`config.mk`:
```
export PLATFORM = sky130hd
export DESIGN_NAME = br_arb_wrr
export DESIGN_NICKNAME = d
export VERILOG_FILES = /design/src/rtl/br_arb_wrr_burst_tracker.sv /design/src/rtl/br_arb_wrr.sv
export SDC_FILE = /design/constraint.sdc
export NUM_CORES = 1
export LEC_CHECK = 0
export ABC_AREA = 1
export BUFFER_PORTS_ARGS = -buffer_cell sky130_fd_sc_hd__buf_4
export CELL_PAD_IN_SITES_DETAIL_PLACEMENT = 2
export CELL_PAD_IN_SITES_GLOBAL_PLACEMENT = 2
export CORE_MARGIN = 4
export CORE_UTILIZATION = 25
export CTS_CLUSTER_SIZE = 24
export DETAILED_ROUTE_END_ITERATION = 10
export HOLD_SLACK_MARGIN = 0.05
export PLACE_DENSITY_LB_ADDON = 0.1
export SETUP_SLACK_MARGIN = 0.1
export SKIP_LAST_GASP = 1
export SYNTH_ARGS = -nofsm -noshare
export SYNTH_HDL_FRONTEND = slang
export SYNTH_SLANG_ARGS = --single-unit
```
`constraint.sdc`:
```
create_clock -name clk -period 1.8 [get_ports clk]
set_input_delay 0.18 -clock clk [delete_from_list [all_inputs] [get_ports clk]]
set_output_delay 0.18 -clock clk [all_outputs]
set_load 0.005 [all_outputs]
```
`src/rtl/br_arb_wrr_burst_tracker.sv`:
```
// Burst tracker: holds burst_active/burst_count and decides whether the last grantee keeps the grant.
// Sticky decision is combinational; state moves only on an accepted grant (update_i).
module br_arb_wrr_burst_tracker #(
    parameter  int MaxWeight   = 4,
    localparam int WeightWidth = $clog2(MaxWeight + 1)
) (
    input  logic                   clk,
    input  logic                   rst,
    input  logic                   update_i,
    input  logic                   same_grant_i,
    input  logic                   last_req_i,
    input  logic [WeightWidth-1:0] last_weight_i,
    output logic                   sticky_o
);

    logic                   burst_active_q, burst_active_d;
    logic [WeightWidth-1:0] burst_count_q,  burst_count_d;

    // A weight lowered to or below the running count ends the burst immediately.
    assign sticky_o = burst_active_q && last_req_i && (burst_count_q < last_weight_i);

    always_comb begin
        burst_active_d = burst_active_q;
        burst_count_d  = burst_count_q;
        if (update_i) begin
            if (same_grant_i && burst_active_q) begin
                if (burst_count_q < WeightWidth'(MaxWeight)) begin
                    burst_count_d = burst_count_q + WeightWidth'(1);
                end
            end else begin
                burst_active_d = 1'b1;
                burst_count_d  = WeightWidth'(1);
            end
        end
    end

    always_ff @(posedge clk) begin
        if (rst) begin
            burst_active_q <= 1'b0;
            burst_count_q  <= '0;
        end else begin
            burst_active_q <= burst_active_d;
            burst_count_q  <= burst_count_d;
        end
    end

endmodule

```
`src/rtl/br_arb_wrr.sv`:
```
// Weighted round-robin arbiter: a grantee keeps the grant for up to request_weight consecutive grants.
// Zero-latency grant from request/weight and state; state advances only on enabled, nonzero grants.
module br_arb_wrr #(
    parameter  int NumRequesters = 2,
    parameter  int MaxWeight     = 4,
    localparam int WeightWidth   = $clog2(MaxWeight + 1)
) (
    input  logic                                      clk,
    input  logic                                      rst,
    input  logic                                      enable_priority_update,
    input  logic [NumRequesters-1:0]                  request,
    input  logic [NumRequesters-1:0][WeightWidth-1:0] request_weight,
    output logic [NumRequesters-1:0]                  grant
);

    localparam int IdxWidth  = $clog2(NumRequesters);
    localparam int IdxWidth1 = IdxWidth + 1;

    logic [NumRequesters-1:0] last_grant_q, last_grant_d;
    logic [NumRequesters-1:0] eff_req;
    logic [NumRequesters-1:0] rot_grant;
    logic [IdxWidth-1:0]      last_idx;
    logic [IdxWidth1-1:0]     rot_sum;
    logic                     rot_found;
    logic                     sticky;
    logic                     update;

    always_comb begin
        for (int i = 0; i < NumRequesters; i++) begin
            eff_req[i] = request[i] && (request_weight[i] != '0);
        end
    end

    always_comb begin
        last_idx = '0;
        for (int i = 0; i < NumRequesters; i++) begin
            if (last_grant_q[i]) begin
                last_idx = IdxWidth'(i);
            end
        end
    end

    // Search starts one past the last grantee and wraps, so the last grantee is considered last.
    always_comb begin
        rot_grant = '0;
        rot_found = 1'b0;
        rot_sum   = '0;
        for (int k = 1; k <= NumRequesters; k++) begin
            rot_sum = {1'b0, last_idx} + IdxWidth1'(k);
            if (rot_sum >= IdxWidth1'(NumRequesters)) begin
                rot_sum = rot_sum - IdxWidth1'(NumRequesters);
            end
            if (!rot_found && eff_req[rot_sum[IdxWidth-1:0]]) begin
                rot_grant[rot_sum[IdxWidth-1:0]] = 1'b1;
                rot_found = 1'b1;
            end
        end
    end

    br_arb_wrr_burst_tracker #(
        .MaxWeight (MaxWeight)
    ) u_burst_tracker (
        .clk           (clk),
        .rst           (rst),
        .update_i      (update),
        .same_grant_i  (grant == last_grant_q),
        .last_req_i    (eff_req[last_idx]),
        .last_weight_i (request_weight[last_idx]),
        .sticky_o      (sticky)
    );

    assign grant  = sticky ? last_grant_q : rot_grant;
    assign update = enable_priority_update && (|grant);

    assign last_grant_d = update ? grant : last_grant_q;

    // Reset to the highest index so the rotation search begins at index 0.
    always_ff @(posedge clk) begin
        if (rst) begin
            last_grant_q <= {1'b1, {(NumRequesters-1){1'b0}}};
        end else begin
            last_grant_q <= last_grant_d;
        end
    end

    a_grant_onehot0: assert property (@(posedge clk) $onehot0(grant));
    a_grant_has_req: assert property (@(posedge clk) (grant & ~request) == '0);

    for (genvar g = 0; g < NumRequesters; g++) begin : g_weight_chk
        a_weight_legal: assert property (@(posedge clk) disable iff (rst)
            request_weight[g] <= WeightWidth'(MaxWeight));
    end

endmodule

```
# Word-level counts from Yosys, hierarchy flattened
# Cells that the tools add are included.
[classes] n_addsub=5 eq_ne=2 mux=21 n_reduce_logical=15 n_lt_le_gt_ge=9 bitwise_logic=2
[op_table] cell="$mux 1" count=12
[op_table] cell="$mux 3" count=4
[op_table] cell="$logic_and 1x1->1" count=9
[op_table] cell="$lt 1x2->1 const B" count=3
[op_table] cell="$mux 2" count=3
[op_table] cell="$reduce_bool 3->1" count=2
[op_table] cell="$ge 2x2->1 const B" count=2
[op_table] cell="$reduce_and 2->1" count=2
[op_table] cell="$add 3x1->3 const B" count=1
[op_table] cell="$lt 3x3->1" count=1
[op_table] cell="$lt 3x3->1 const B" count=1
[op_table] cell="$add 1x1->2 const B" count=1
[op_table] cell="$add 1x2->2 const B" count=1
[op_table] cell="$demux 1 s1" count=2
[op_table] cell="$eq 2x2->1" count=1
[op_table] cell="$ge 1x1->1 const B" count=2
[op_table] cell="$ne 2x2->1 const B" count=1
[op_table] cell="$or 2x2->2" count=1
[op_table] cell="$reduce_or 2->1" count=1
[op_table] cell="$sub 1x1->1 const B" count=2
[op_table] cell="$logic_not 1->1" count=1
[op_table] cell="$not 1->1" count=1
[totals] register_bits=6 out_inout_bits=2 in_bits=11

# Depth between registers and ports, before layout
[depth] ltp_word=16 mapped_depth=14

# Hierarchy
# Synthesis repeated with hierarchy kept, for this count alone.
[hier_totals] hier_cells=85 hier_area_um2=531.8
[modules_own_cells] mod="br_arb_wrr" n_inst=1 cells_each=49 area_per_inst_um2=284.0 seq_area_each_um2=40.0
[modules_own_cells] mod="br_arb_wrr_burst_tracker" n_inst=1 cells_each=36 area_per_inst_um2=247.7 seq_area_each_um2=80.1

# Worst setup path before layout
# No wires, ideal clock.
[synth_timing] path_kind="reg-to-reg" start="register last_grant_q[1]" end="register u_burst_tracker.burst_count_q[1]" stages_incl_launch_ff=13 setup_time_ns=0.113 arrival_ns=1.816 t_required_ns=1.687 path_slack_ns=-0.130 cell_sequence="dfxtp_1 buf_6 mux2i_1 ha_1 a21oi_1 a21boi_4 nand3_4 nand2_2 nand3_2 nand2_4 nand2_2 nand3_1 nand2_1"
[synth_between] elab_chain_cells=16
[synth_rtl] item="start: declaration" line="br_arb_wrr.sv:19" rtl="logic [NumRequesters-1:0] last_grant_q, last_grant_d;"
[synth_rtl] item="start signal: assignment" line="br_arb_wrr.sv:80" rtl="last_grant_q <= {1'b1, {(NumRequesters-1){1'b0}}};"
[synth_rtl] item="start signal: assignment" line="br_arb_wrr.sv:82" rtl="last_grant_q <= last_grant_d;"
[synth_rtl] item="$mux 1" line="br_arb_wrr.sv:37" rtl="if (last_grant_q[i]) begin"
[synth_rtl] item="$add 1x1->2" line="br_arb_wrr.sv:49" rtl="rot_sum = {1'b0, last_idx} + IdxWidth1'(k);"
[synth_rtl] item="$ge 2x2->1 or $sub 1x1->1 (tied branches)" line="br_arb_wrr.sv:50, br_arb_wrr.sv:51"
[synth_rtl] item="$mux 1" line="br_arb_wrr.sv:50" rtl="if (rot_sum >= IdxWidth1'(NumRequesters)) begin"
[synth_rtl] item="$lt 1x2->1 (not written as such) or $ge 1x1->1 (tied branches)" line="br_arb_wrr.sv:54" rtl="rot_grant[rot_sum[IdxWidth-1:0]] = 1'b1;"
[synth_rtl] item="$logic_and 1x1->1 (not written as such)" line="br_arb_wrr.sv:54"
[synth_rtl] item="$mux 1 (not written as such)" line="br_arb_wrr.sv:54"
[synth_rtl] item="$demux 1 s1" line="br_arb_wrr.sv:54"
[synth_rtl] item="$mux 2" line="br_arb_wrr.sv:53" rtl="if (!rot_found && eff_req[rot_sum[IdxWidth-1:0]]) begin"
[synth_rtl] item="$or 2x2->2 (no line)"
[synth_rtl] item="$mux 2" line="br_arb_wrr.sv:53"
[synth_rtl] item="$mux 2" line="br_arb_wrr.sv:72" rtl="assign grant = sticky ? last_grant_q : rot_grant;"
[synth_rtl] item="$eq 2x2->1" line="br_arb_wrr.sv:66" rtl=".same_grant_i (grant == last_grant_q),"
[synth_rtl] item="$logic_and 1x1->1" line="br_arb_wrr_burst_tracker.sv:26" rtl="if (same_grant_i && burst_active_q) begin"
[synth_rtl] item="$ne 2x2->1 (no line)"
[synth_rtl] item="$reduce_and 2->1 (no line)"
[synth_rtl] item="end signal: assignment" line="br_arb_wrr_burst_tracker.sv:43" rtl="burst_count_q <= burst_count_d;"
[synth_rtl] item="end: declaration" line="br_arb_wrr_burst_tracker.sv:17" rtl="logic [WeightWidth-1:0] burst_count_q, burst_count_d;"
# Parallel ways exist; a longest one is shown, timed or not. The select of a mux whose other input is x is not followed.
# A chain may end at the register's enable or synchronous reset.

# Worst setup path after layout
[layout_timing] start="register last_grant_q[1]" end="output port grant[0]"
[layout_between] elab_chain_cells=12
[layout_rtl] item="$mux 1 *" line="br_arb_wrr.sv:37"
[layout_rtl] item="$add 1x1->2" line="br_arb_wrr.sv:49"
[layout_rtl] item="$ge 2x2->1 or $sub 1x1->1 (tied branches)" line="br_arb_wrr.sv:50, br_arb_wrr.sv:51"
[layout_rtl] item="$mux 1" line="br_arb_wrr.sv:50"
[layout_rtl] item="$lt 1x2->1 (not written as such) or $ge 1x1->1 (tied branches)" line="br_arb_wrr.sv:54"
[layout_rtl] item="$logic_and 1x1->1 (not written as such)" line="br_arb_wrr.sv:54"
[layout_rtl] item="$mux 1 (not written as such)" line="br_arb_wrr.sv:54"
[layout_rtl] item="$demux 1 s1" line="br_arb_wrr.sv:54"
[layout_rtl] item="$mux 2" line="br_arb_wrr.sv:53"
[layout_rtl] item="$or 2x2->2 (no line)"
[layout_rtl] item="$mux 2" line="br_arb_wrr.sv:53"
[layout_rtl] item="$mux 2 *" line="br_arb_wrr.sv:72"
[layout_rtl] item="end: declaration" line="br_arb_wrr.sv:13" rtl="output logic [NumRequesters-1:0] grant"
# Every way passes the cells marked *; elsewhere a longest branch is shown, timed or not. The select of a mux whose other input is x is not followed.

==> impl_results.md <==
* CTS tree: done
* Number of global-route vias before repair at ~770
* Slowest-stage cell, CP: dfxtp_2
* Hold path startpoint: rst
* EDFF count, synth at 0
* Syn Area/Cell at 6.87 um^2
* First-pass GRT wire length at 3.59 mm
* Register Area at 121 um^2
* Final Setup Violations at 8
* Drt initial violations at 6
* DR DRC count at 0
* Non-Filler Instances at 138
* Clock Sinks at 6
* Top_reg_cell synth: dfxtp_1
* Vias after detailed routing at 652
* Fillers at 268
* Mapped Cells at 89
* VDD IR-drop max at between 300 and 400 uV
* Reg2Reg Setup Slack at -270 ps
* Fin crit period at approximately 2100 ps
* Number of diodes at 0
* Crit path max fanout at 3
* Violations in the final reports: setup timing
* Num CTS Buffers at 3
* RR Endpoint: last_grant_q[1]
* Sequential share of the synthesized area at 19.6%
* #FFs+latches synth at 6
* Kind of critical path: flop to primary output
* Maximum clock frequency at 474 MHz
* Tot GR Track Use at 14.1%
* Max cap viols at 0
* Dpl cells at 130
* Io pins at 13
* CP required at 1620 ps
* Area Growth Syn to Fin at 45.0%
* Min Hold Slack at 98.3 ps
* Least-Margin Pin Slew at 270 ps
* Insertion delay of the later-clocked pin in the worst-skew pair at 240 ps
* Ys Warns at 0
* Largest delay contributor family on the critical path: compound AO/OA/AOI/OAI gates
* Port buffer count at 12
* Vert. Die Dim at 57.5 um
* GRT overflow at 0
* CP Capture Type: primary output
* Worst reg2reg path depth at 9
* Max Clock Skew at about 5 ps
* Finished Cell Area at 887 um^2
* Cell Rows at 17
* Core area at 2280 um^2
* Antenna Nets Post-Route at 0
* Outcome: complete, but fails checks
* H-tree Lvls at 1
* Post-DR wirelength/cell at 14.1 um
* Largest net degree at the start of global routing at 9
* Share of flip-flops with an asynchronous set or reset at 0%
* Synthesized Nets at slightly above 100
* Largest area contributor in the netlist: dfxtp_1
* Post-Synthesis Cell Area at 612 um^2
* Final Max Tran Viols at 0
* Die Wd at 57.5 um
* Hold crit path type: input pin to flop
* Clock buffer depth at 2
* Final Wtd Congestion at 0.731
* Hold path depth at 2
* Max-slew headroom at between 80% and 90%
* Multi-input gate area at 484 um^2
* Post-route setup slack at -310 ps
* Worst Hold End: u_burst_tracker.burst_count_q[0]
* Final #Nets at 126
* Antenna violations before repair at 0
* Initial core utilization at 26.9%
* Most common cell in the netlist: nand2_1
* Part of the cycle the worst path needs at 117%
* Worst Setup Start Kind: flop
* RSZ-0062 raised after global routing: true
* Crit path DAT at 1930 ps
* Reg clk slew, reported paths at 50 ps
* Layout cells sized above 1 at 50.9%
* Critical R2R Launch: last_grant_q[1]
* Post-synth top area share at ~20%
* Post-Route WL at 1.95 mm
* CTS Root Cell: clkbuf_4
* Final Hold Viols at 0
* Drt pass-1 iters at 3
* Setup tns final at -2030 ps
* Vias/cell at around 4.7
* WP buf/inv at 2
* Number of library cell types mapped by synthesis at 25
* CP max stage delay at 330 ps
* Hpwl dp at 1.54 mm
* Synth top cells by count: nand2_1 (21), inv_1 (10), nand3_1 (10), dfxtp_1 (6), nand2_2 (5)
* Critical-path cell list: mux2i_1 > ha_1 > a21oi_2 > a21boi_4 > nand4_1 > nand2_2 > inv_1 > buf_6
* DIE AREA at 3300 um^2
* Placed cell area at around 750 um^2
* Leak at 0.459 nW
* Area contributors post-synth: dfxtp_1 (20%), nand2_1 (13%), nand3_1 (8.2%)
* PwrDens at 673 nW/um^2
==> layer usage <==
layer,vias up,global-route usage (%),routed length [um]
met1,304,16.0,815
met5,-,0,0
met2,15,25.8,1020
met4,0,2.98,13
met3,2,4.30,95
li1,331,-,-
==> final cells by class <==
type,instances,share of cell area [%]
clock buffers,3,2.54
multi-input cells,65,54.6
inverters,17,7.48
repair buffers,19,17.8
well taps,28,3.95
flip-flops and latches,6,13.7
==> report_power, final <==
part / switching (mW) / internal (mW)
clock: 0.0532 / 0.0758
sequential: 0.0162 / 0.147
combinational: 0.172 / 0.133
total: 0.242 / 0.356
==> state kept, by name (all words and copies together) (netlist names) <==
name                            count
u_burst_tracker.burst_active_q      1
last_grant_q                        2
u_burst_tracker.burst_count_q       3
==> logic make-up (layout without fill, tap and decap cells) <==
kind of cell | count (synthesis) | in the layout | synth area share [%]
buf+inv | 18 | 39 | 12.7
compound gates | 10 | 10 | 12.3
fa+ha+maj | 3 | 3 | 6.14
mux | 2 | 2 | 3.27
simple gates | 50 | 50 | 46.0
flops | 6 | 6 | 19.6
==> worst reg2reg max path, stage by stage, from the launching register on <==
cell      delay, ps
dfxtp_2         330
mux2i_1         200
ha_1            280
a21oi_2         150
a21boi_4        240
nand4_1         170
buf_4           190
nand3_4          80
nand2_8          90
o211ai_1        240
==> metrics by stage <==
step | power (mW) | util (%) | worst slack [ps]
after global placement | 0.397 | 33.0 | -157
after CTS | 0.590 | 37.9 | -347
after global routing | 0.653 | 39.0 | -465
final | 0.597 | 39.0 | -310
after detailed placement | 0.408 | 33.0 | -243
after floorplan | 0.334 | - | -86.9
==> worst max path at each step <==
stage / startpoint / end / slack (ps) / depth (start not counted)
finish: last_grant_q[1] / grant[0] / -310 / 8
floorplan: last_grant_q[1] / u_burst_tracker.burst_count_q[1] / -90 / 12
detailed placement: last_grant_q[1] / u_burst_tracker.burst_count_q[1] / -240 / 11
global placement: last_grant_q[1] / u_burst_tracker.burst_count_q[1] / -160 / 11
global route: last_grant_q[1] / grant[0] / -460 / 8
CTS: last_grant_q[1] / grant[0] / -350 / 8
==> layout by cell type (no fill, tap or decap), types with 3 or more instances in the layout <==
master	synthesis	final
buf_4	0	15
dfxtp_1	6	5
inv_2	4	6
nand2_4	2	3
nor2_1	3	3
ha_1	3	3
nand2_2	5	8
nand3_1	10	9
a21oi_2	1	3
inv_1	10	8
clkbuf_4	0	3
buf_6	1	4
nand2_1	21	16
nand3_4	2	4
==> timing repair <==
item / in CTS / in global routing
buffers inserted: 5 / 0
hold buffers: 0 / 0
setup endpoints to repair: 8 / 8
resized for setup: 13 / 7
pin swaps: 14 / 15
Note: power is estimated with default switching activity, not from simulation.
